[config.mk]
export PLATFORM = sky130hd
export DESIGN_NAME = spi_slave_if
export DESIGN_NICKNAME = d
export VERILOG_FILES = /design/src/rtl/spi_slave_if.sv
export SDC_FILE = /design/constraint.sdc
export NUM_CORES = 1
export LEC_CHECK = 0
export BUFFER_PORTS_ARGS = -buffer_cell sky130_fd_sc_hd__buf_2
export CAP_MARGIN = 10
export CORE_MARGIN = 2
export CORE_UTILIZATION = 35
export CTS_BUF_LIST = sky130_fd_sc_hd__clkbuf_2
export CTS_CLUSTER_DIAMETER = 60
export CTS_CLUSTER_SIZE = 30
export DETAILED_ROUTE_END_ITERATION = 8
export HOLD_SLACK_MARGIN = 0.02
export SLEW_MARGIN = 20
export SYNTH_ARGS = -nofsm -noshare
export SYNTH_HDL_FRONTEND = slang
export SYNTH_SLANG_ARGS = --single-unit
[constraint.sdc]
create_clock -name clk -period 2.2 [get_ports clk]
set_input_delay 0.11 -clock clk [delete_from_list [all_inputs] [get_ports clk]]
set_output_delay 0.11 -clock clk [all_outputs]
set_load 0.1 [all_outputs]
[src/rtl/spi_slave_if.sv]
// SPI slave with oversampled pins, one-byte TX/RX holding registers and a cmd/wr/rd bus port.
// Define SPI_SLAVE_TX_REPEAT_EN to resend the last loaded byte on TX underrun instead of 0xFF.
module spi_slave_if #(
    parameter int SYNC_STAGES = 2
) (
    input  logic       clk,
    input  logic       rst,
    input  logic [7:0] din,
    input  logic       cmd,
    input  logic       wr,
    input  logic       rd,
    output logic [9:0] dout,
    output logic       ack,
    input  logic       spi_sck,
    input  logic       spi_ss,
    input  logic       spi_mosi,
    output logic       spi_miso,
    output logic       spi_miso_oe
);

    typedef enum logic [1:0] {IDLE, ACTIVE, ABORT} state_t;

    function automatic logic [7:0] rev8(input logic [7:0] b);
        for (int i = 0; i < 8; i++) rev8[i] = b[7-i];
    endfunction

    logic [SYNC_STAGES-1:0] sck_sync_q, ss_sync_q, mosi_sync_q;
    logic sck_prev_q, ss_prev_q;

    // ss synchronizer resets high so an idle bus is never mistaken for a selection.
    always_ff @(posedge clk or posedge rst) begin
        if (rst) begin
            sck_sync_q  <= '0;
            ss_sync_q   <= '1;
            mosi_sync_q <= '0;
            sck_prev_q  <= 1'b0;
            ss_prev_q   <= 1'b1;
        end else begin
            sck_sync_q  <= {sck_sync_q[SYNC_STAGES-2:0], spi_sck};
            ss_sync_q   <= {ss_sync_q[SYNC_STAGES-2:0], spi_ss};
            mosi_sync_q <= {mosi_sync_q[SYNC_STAGES-2:0], spi_mosi};
            sck_prev_q  <= sck_sync_q[SYNC_STAGES-1];
            ss_prev_q   <= ss_sync_q[SYNC_STAGES-1];
        end
    end

    logic sck_s, ss_s, mosi_s;
    assign sck_s  = sck_sync_q[SYNC_STAGES-1];
    assign ss_s   = ss_sync_q[SYNC_STAGES-1];
    assign mosi_s = mosi_sync_q[SYNC_STAGES-1];

    state_t     state_q, state_d;
    logic [2:0] cnt_q, cnt_d;
    logic [1:0] mode_q, mode_d;
    logic       lsb_q, lsb_d;
    logic [7:0] tx_data_q, tx_data_d, tx_sh_q, tx_sh_d;
    logic       tx_full_q, tx_full_d, reload_q, reload_d;
    logic [6:0] rx_sh_q, rx_sh_d;
    logic [7:0] rx_data_q, rx_data_d;
    logic       rx_valid_q, rx_valid_d, ovr_q, ovr_d;
    logic       miso_q, miso_d, oe_q, oe_d, ack_q, ack_d;
    logic [9:0] dout_q, dout_d;

    logic sck_rise, sck_fall, leading, trailing, sample, drive, ss_fall, ss_rise;
    assign sck_rise = sck_s & ~sck_prev_q;
    assign sck_fall = ~sck_s & sck_prev_q;
    assign leading  = mode_q[1] ? sck_fall : sck_rise;
    assign trailing = mode_q[1] ? sck_rise : sck_fall;
    assign sample   = mode_q[0] ? trailing : leading;
    assign drive    = mode_q[0] ? leading : trailing;
    assign ss_fall  = ss_prev_q & ~ss_s;
    assign ss_rise  = ~ss_prev_q & ss_s;

    logic [7:0] next_byte, next_ord, rx_byte;
`ifdef SPI_SLAVE_TX_REPEAT_EN
    logic [7:0] last_q;
    assign next_byte = tx_full_q ? tx_data_q : last_q;
`else
    assign next_byte = tx_full_q ? tx_data_q : 8'hFF;
`endif
    // Bytes are always shifted MSB-first internally; LSB-first just reverses at the edges.
    assign next_ord = lsb_q ? rev8(next_byte) : next_byte;
    assign rx_byte  = lsb_q ? rev8({rx_sh_q, mosi_s}) : {rx_sh_q, mosi_s};

    logic load, rx_done;

    always_comb begin
        state_d    = state_q;
        cnt_d      = cnt_q;
        mode_d     = mode_q;
        lsb_d      = lsb_q;
        tx_data_d  = tx_data_q;
        tx_full_d  = tx_full_q;
        tx_sh_d    = tx_sh_q;
        reload_d   = reload_q;
        rx_sh_d    = rx_sh_q;
        rx_data_d  = rx_data_q;
        rx_valid_d = rx_valid_q;
        ovr_d      = ovr_q;
        miso_d     = miso_q;
        oe_d       = oe_q;
        ack_d      = cmd | wr | rd;
        dout_d     = '0;
        load       = 1'b0;
        rx_done    = 1'b0;

        if (cmd && ss_s) begin
            mode_d = din[1:0];
            lsb_d  = din[2];
        end

        case (state_q)
            IDLE: begin
                if (ss_fall) begin
                    state_d  = ACTIVE;
                    cnt_d    = 3'd0;
                    oe_d     = 1'b1;
                    reload_d = 1'b0;
                    load     = 1'b1;
                    if (!mode_q[0]) begin
                        miso_d  = next_ord[7];
                        tx_sh_d = {next_ord[6:0], 1'b0};
                    end else begin
                        tx_sh_d = next_ord;
                    end
                end
            end
            ACTIVE: begin
                if (ss_rise) begin
                    state_d  = (cnt_q != 3'd0) ? ABORT : IDLE;
                    cnt_d    = 3'd0;
                    oe_d     = 1'b0;
                    miso_d   = 1'b0;
                    reload_d = 1'b0;
                end else if (sample) begin
                    rx_sh_d = {rx_sh_q[5:0], mosi_s};
                    if (cnt_q == 3'd7) begin
                        cnt_d    = 3'd0;
                        reload_d = 1'b1;
                        rx_done  = 1'b1;
                    end else begin
                        cnt_d = cnt_q + 3'd1;
                    end
                end else if (drive) begin
                    if (reload_q) begin
                        load     = 1'b1;
                        reload_d = 1'b0;
                        miso_d   = next_ord[7];
                        tx_sh_d  = {next_ord[6:0], 1'b0};
                    end else begin
                        miso_d  = tx_sh_q[7];
                        tx_sh_d = {tx_sh_q[6:0], 1'b0};
                    end
                end
            end
            ABORT:   state_d = IDLE;
            default: state_d = IDLE;
        endcase

        // A load in the same cycle as wr frees the holding register for the new byte.
        if (load) tx_full_d = 1'b0;
        if (wr && !(tx_full_q && !load)) begin
            tx_data_d = din;
            tx_full_d = 1'b1;
        end

        if (rd) begin
            dout_d     = {ovr_q, ~rx_valid_q, rx_valid_q ? rx_data_q : 8'h00};
            rx_valid_d = 1'b0;
            ovr_d      = 1'b0;
        end
        if (rx_done) begin
            if (!rx_valid_q || rd) begin
                rx_data_d  = rx_byte;
                rx_valid_d = 1'b1;
            end else begin
                ovr_d = 1'b1;
            end
        end
    end

    always_ff @(posedge clk or posedge rst) begin
        if (rst) begin
            state_q    <= IDLE;
            cnt_q      <= 3'd0;
            mode_q     <= 2'd0;
            lsb_q      <= 1'b0;
            tx_data_q  <= 8'h00;
            tx_full_q  <= 1'b0;
            tx_sh_q    <= 8'h00;
            reload_q   <= 1'b0;
            rx_sh_q    <= 7'h00;
            rx_data_q  <= 8'h00;
            rx_valid_q <= 1'b0;
            ovr_q      <= 1'b0;
            miso_q     <= 1'b0;
            oe_q       <= 1'b0;
            ack_q      <= 1'b0;
            dout_q     <= 10'h000;
        end else begin
            state_q    <= state_d;
            cnt_q      <= cnt_d;
            mode_q     <= mode_d;
            lsb_q      <= lsb_d;
            tx_data_q  <= tx_data_d;
            tx_full_q  <= tx_full_d;
            tx_sh_q    <= tx_sh_d;
            reload_q   <= reload_d;
            rx_sh_q    <= rx_sh_d;
            rx_data_q  <= rx_data_d;
            rx_valid_q <= rx_valid_d;
            ovr_q      <= ovr_d;
            miso_q     <= miso_d;
            oe_q       <= oe_d;
            ack_q      <= ack_d;
            dout_q     <= dout_d;
        end
    end

`ifdef SPI_SLAVE_TX_REPEAT_EN
    always_ff @(posedge clk or posedge rst) begin
        if (rst)       last_q <= 8'hFF;
        else if (load) last_q <= next_byte;
    end
`endif

    assign dout        = dout_q;
    assign ack         = ack_q;
    assign spi_miso    = miso_q;
    assign spi_miso_oe = oe_q;

endmodule

# --- Yosys cells after proc, flatten, opt, wreduce, memory -nomap -nowiden ---
# Cells that the tools add are included.
classes:
  n_addsub: 1
  n_eq_ne: 13
  n_mux: 59
  bitwise_logic: 12
  n_reduce_logical: 19
op_table:
  columns: ["op", "n"]
  rows:
  - ["$mux W8", 10]
  - ["$mux W1", 34]
  - ["$pmux W8 S2", 1]
  - ["$mux W3", 4]
  - ["$ne A2 B2 Y1 const B", 6]
  - ["$mux W10", 1]
  - ["$reduce_and A5 Y1", 2]
  - ["$ne A3 B3 Y1 const B", 3]
  - ["$reduce_and A3 Y1", 3]
  - ["$ne A4 B4 Y1 const B", 2]
  - ["$pmux W1 S2", 4]
  - ["$mux W2", 3]
  - ["$not A1 Y1", 6]
  - ["$pmux W3 S2", 1]
  - ["$and A1 B1 Y1", 4]
  - ["$pmux W2 S2", 1]
  - ["$reduce_and A2 Y1", 2]
  - ["$reduce_and A4 Y1", 1]
  - ["$reduce_bool A2 Y1", 2]
  - ["$add A3 B1 Y3 const B", 1]
  - ["$eq A3 B3 Y1 const B", 1]
  - ["$logic_and A1 B1 Y1", 3]
  - ["$logic_not A1 Y1", 3]
  - ["$reduce_bool A3 Y1", 1]
  - ["4 further kinds", 5]
word_totals:
  register_bits: 64
  in_bits: 16
  elab_cells: 125

# --- Longest topological paths before layout ---
logic_depth:
  word_depth: 13
  mapped_depth: 7
  ltp_nobuf: 4

# --- Worst setup path before layout ---
# No wires, ideal clock.
synth_path:
  kind: "register to register"
  startpoint: "reg state_q[1]"
  endpoint: "reg rx_sh_q[0]"
  setup_time_ns: 0.125
  arrival_ns: 1.646
  required_ns: 2.075
  path_slack_ns: 0.429
  stages_incl_launch_ff: 7
  n_path_buf: 2
  path_cell_list: "dfrtp_1 > clkbuf_1 > or2b_1 > nor2_2 > and2_1 > buf_2 > mux2_2"
synth_via:
  elab_chain_len: 2
synth_rtl:
  columns: ["element", "line_no", "text"]
  rows:
  - ["start: declaration", "52", "state_t state_q, state_d;"]
  - ["start signal: assignment", "201", "state_q <= state_d;"]
  - ["$eq A2 B1 Y1", "112", "case (state_q)"]
  - ["$reduce_and A3 Y1 (no line)", null, null]
  - ["end signal: assignment", "209", "rx_sh_q <= rx_sh_d;"]
  - ["end: declaration", "58", "logic [6:0] rx_sh_q, rx_sh_d;"]
# Every way passes these cells.
# A chain may end at the register's enable or synchronous reset.

# --- Worst setup path after layout ---
layout_path:
  startpoint: "reg state_q[1]"
  endpoint: "reg tx_sh_q[1]"
layout_via:
  elab_chain_len: 3
layout_rtl:
  columns: ["element", "line_no", "text"]
  rows:
  - ["$eq A2 B1 Y1 or $logic_not A2 Y1 (tied branches)", "112", null]
  - ["$ne A2 B2 Y1 (no line) or $reduce_bool A2 Y1 (tied branches)", null, null]
  - ["$reduce_and A5 Y1 (no line)", null, null]
  - ["end signal: assignment", "207", "tx_sh_q <= tx_sh_d;"]
  - ["end: declaration", "56", "logic [7:0] tx_data_q, tx_data_d, tx_sh_q, tx_sh_d;"]
# Parallel ways exist; a longest one is shown, timed or not.

==> reports/results.md <==
- outcome: complete, no violations
- Slew headroom: 64.9%
- max-cap check violation count: 0
- antenna violations before repair: 0
- number of nets in the finished design: 336
- critical path startpoint category: flip-flop
- Netlist cell types: 45
- filler cell count: 823
- crit path capture type: flip-flop
- Hold Vio Cnt, Final: 0
- first-pass GRT wire length: 10,600 µm
- antenna fix cells: 0
- routability cong.: 0.773
- TritonCTS clock tree: yes
- post-route cell area: 0.00367 mm²
- Yosys warning total: 0
- total setup violations reported at the end of the flow: 0
- most area-consuming cells after synthesis: sky130_fd_sc_hd__dfrtp_1 50%, sky130_fd_sc_hd__mux2_2 14%, sky130_fd_sc_hd__o211ai_1 3.9%
- WP data arrival: 2330 ps
- CTS HTree Levels: 3
- number of CTS-inserted buffers: 9
- post-CTS clock slew at the launch and capture registers of the worst setup and hold paths: 200 ps
- CTS sink count: 64
- Ports: 29
- biggest fanout along the worst timing path: 9
- cell family with the largest share of critical-path delay: compound AO/OA/AOI/OAI gates
- most frequent cell after synthesis: sky130_fd_sc_hd__dfrtp_1
- worst slew pin tran: 525 ps
- number of gates resized after cts: 0
- Synth Cell Area: 0.00307 mm²
- cell depth of the worst setup path: 4
- setup fix buffers added after clock tree synthesis: 0
- maximum clock insertion buffer count: 2
- pre-CTS WS: 272 ps
- DPL Wire Length: 4360 µm
- category of the critical setup timing path: reg -> reg
- Clock Root Buffer: sky130_fd_sc_hd__clkbuf_2
- FMAX: 0.511 GHz
- sequential share of the synthesized area: 52.4%
- count of flip-flops with a built-in enable after synthesis: 0
- standard cell area after detailed placement: 0.00334 mm²
- fin crit share: 88.9%
- DRC viols: 0
- pwr/cell area: 892 mW/mm²
- leakage dissipation: 1.65 nW
- router iterations before antenna repair: 4
- insertion delay of the later-clocked pin in the worst-skew pair: 490 ps
- GR Util All Layers: 13.8%
- total design power: 3.28 mW
- Post-Syn Nets: 280
- share of layout cells above drive strength 1: 31.7%
- Routed Antenna Nets: 0
- Post-synth top flop: sky130_fd_sc_hd__dfrtp_1
- Row Count: 34
- combined area of the multi-input logic cells: 0.00134 mm²
- number of port buffers: 28
- path class of the lowest-slack min-delay path: in -> async
- setup repair after global routing missed its margin: false
- number of cells on the worst reg-to-reg path: 4
- wire length reported by the detailed router: 6140 µm
- Cell Chain, Critical Path: nor4b_2 -> a21oi_1 -> a21oi_2 -> mux2_2
- number of global-route vias before repair: 2,199
- buffers plus inverters on the worst setup path: 0
- average size of a mapped cell: 11.7 µm²
- total die area: 0.00952 mm²
- largest stage delay on the critical path: 510 ps
- top cell type by total area after synthesis: sky130_fd_sc_hd__dfrtp_1
- worst endpoint required time: 2580 ps
- average via count per standard cell: 5.05
- Worst Setup Slack, final: 244 ps
- Synth async-reset ratio: 100%
- Max Slew Vio Count: 0
- area delta synth->final: 19.8%
- count of state elements after synthesis: 64
- commonest cells in the netlist: 61 x sky130_fd_sc_hd__dfrtp_1, 39 x sky130_fd_sc_hd__mux2_2, 16 x sky130_fd_sc_hd__o211ai_1
- area share of the largest cell type after synthesis: 49.8%
- number of DRC markers in iteration 0: 69
- post-layout min period: 1960 ps
- gate count after technology mapping: 261
- die outline height: 97.6 µm
- summed negative setup slack over all endpoints: 0 ps
- initial standard-cell utilization of the core: 35.7%
- sequential cell area: 0.00161 mm²
- total vias in the final route: 2,170
- worst setup skew after layout: 28.6 ps
- detail-routed net length per standard cell: 14.3 µm
- pin count of the biggest net entering global routing: 42
- Congestion Overflow GR: 0
- Die Span X: 97.6 µm
- Core Box Area: 0.00859 mm²
- slowest library cell on the worst path: sky130_fd_sc_hd__dfrtp_1
- maximum vdd drop: 0.415 mV
-- path summary, 6_finish.rpt --
path                       slack [ps]               startpoint                        to
setup reg to reg                  240   state_q[1]$_DFFE_PP0P_    tx_sh_q[1]$_DFFE_PP0P_
setup / recovery                  240   state_q[1]$_DFFE_PP0P_    tx_sh_q[1]$_DFFE_PP0P_
hold / removal                    160                      rst  tx_data_q[5]$_DFFE_PP0P_
max in group asynchronous        1340                      rst       ss_prev_q$_DFF_PP1_
hold reg to reg                   370  sck_sync_q[0]$_DFF_PP0_   sck_sync_q[1]$_DFF_PP0_
min in group clk                  260                  spi_sck   sck_sync_q[0]$_DFF_PP0_
-- layer usage --
metal  part of all wire, %  GRT usage (%)  up-vias  wire, µm
met1                    47           18.3     1064      2860
met4                   1.8           5.13        0       112
met2                    48           21.8       39      2960
li1                      -              -     1057         -
met3                   3.3           3.67       10       200
met5                     0              0        -         0
-- report_power, final --
group	total [mW]	internal [mW]	switching [mW]
clock network	0.582	0.149	0.433
registers	1.60	1.39	0.210
logic	1.09	0.531	0.562
total	3.28	2.07	1.21
-- tightest hold or removal path, stage by stage --
cell,delay [ps]
sky130_fd_sc_hd__dlygate4sd3_1,530
sky130_fd_sc_hd__buf_2,120
sky130_fd_sc_hd__inv_2,380
-- cells in the final DEF (no fill, tap or decap), types with 2 or more instances in the layout --
cell type / Yosys / routed
sky130_fd_sc_hd__dfrtp_1: 61 / 61
sky130_fd_sc_hd__mux2_2: 39 / 39
sky130_fd_sc_hd__buf_2: 4 / 28
sky130_fd_sc_hd__dlygate4sd3_1: 0 / 24
sky130_fd_sc_hd__o211ai_1: 16 / 16
sky130_fd_sc_hd__nand2_1: 14 / 14
sky130_fd_sc_hd__nand2b_1: 13 / 13
sky130_fd_sc_hd__inv_1: 10 / 9
sky130_fd_sc_hd__clkbuf_2: 0 / 9
sky130_fd_sc_hd__mux2i_1: 8 / 8
sky130_fd_sc_hd__a21oi_1: 8 / 8
sky130_fd_sc_hd__and3_1: 8 / 8
sky130_fd_sc_hd__buf_4: 0 / 8
sky130_fd_sc_hd__nor2b_1: 7 / 7
sky130_fd_sc_hd__o22ai_1: 6 / 6
sky130_fd_sc_hd__o21ai_0: 5 / 5
sky130_fd_sc_hd__nor2_1: 4 / 4
sky130_fd_sc_hd__a22o_1: 4 / 4
sky130_fd_sc_hd__and2_1: 3 / 3
sky130_fd_sc_hd__nand3_1: 3 / 3
sky130_fd_sc_hd__nor3_1: 3 / 3
sky130_fd_sc_hd__a22oi_1: 3 / 3
sky130_fd_sc_hd__ha_1: 3 / 3
sky130_fd_sc_hd__dfstp_2: 3 / 3
sky130_fd_sc_hd__xor2_1: 2 / 2
sky130_fd_sc_hd__inv_2: 1 / 2
sky130_fd_sc_hd__o2bb2ai_1: 2 / 2
sky130_fd_sc_hd__clkinv_2: 0 / 2
sky130_fd_sc_hd__clkinv_4: 0 / 2
-- timing repair --
item,in CTS,in global routing
hold endpoints to repair,63,0
hold buffers,24,0
setup endpoints to repair,0,0
-- cell families after synthesis --
kind of cell / synth area share [%]
AOI/OAI and AO/OA: 12.3
xor gates and xnor gates: 0.572
adders and majority gates: 1.22
buffers and inverters: 3.96
DFF: 52.4
muxes: 17.7
and+or+nand+nor: 11.9
-- cell type report --
type	count	share of cell area, %
multi-input cells	170	36.4
clock buffers	9	1.23
inverters	11	1.12
well taps	108	3.68
repair buffers	61	12.5
flip-flops and latches	64	43.7
clock inverters	7	1.29
-- registers in the layout, indices dropped and copies added, names as in the netlist --
name,cells
rx_valid_q,1
ack,1
lsb_q,1
spi_miso_oe,1
mosi_sync_q,2
tx_data_q,8
state_q,2
dout,10
tx_sh_q,8
rx_sh_q,7
ss_prev_q,1
sck_sync_q,2
sck_prev_q,1
rx_data_q,8
reload_q,1
ovr_q,1
cnt_q,3
mode_q,2
ss_sync_q,2
spi_miso,1
tx_full_q,1
-- stage by stage --
stage | hold WS (ps) | cells | utilization [%]
floorplan | 114 | 261 | -
global route | 150 | 430 | 42.7
detailed placement | 173 | 390 | 38.9
finish | 162 | 430 | 42.7
CTS | 127 | 430 | 42.7
global placement | 174 | 390 | 38.9
No activity file was read; power rests on OpenSTA's default activity.
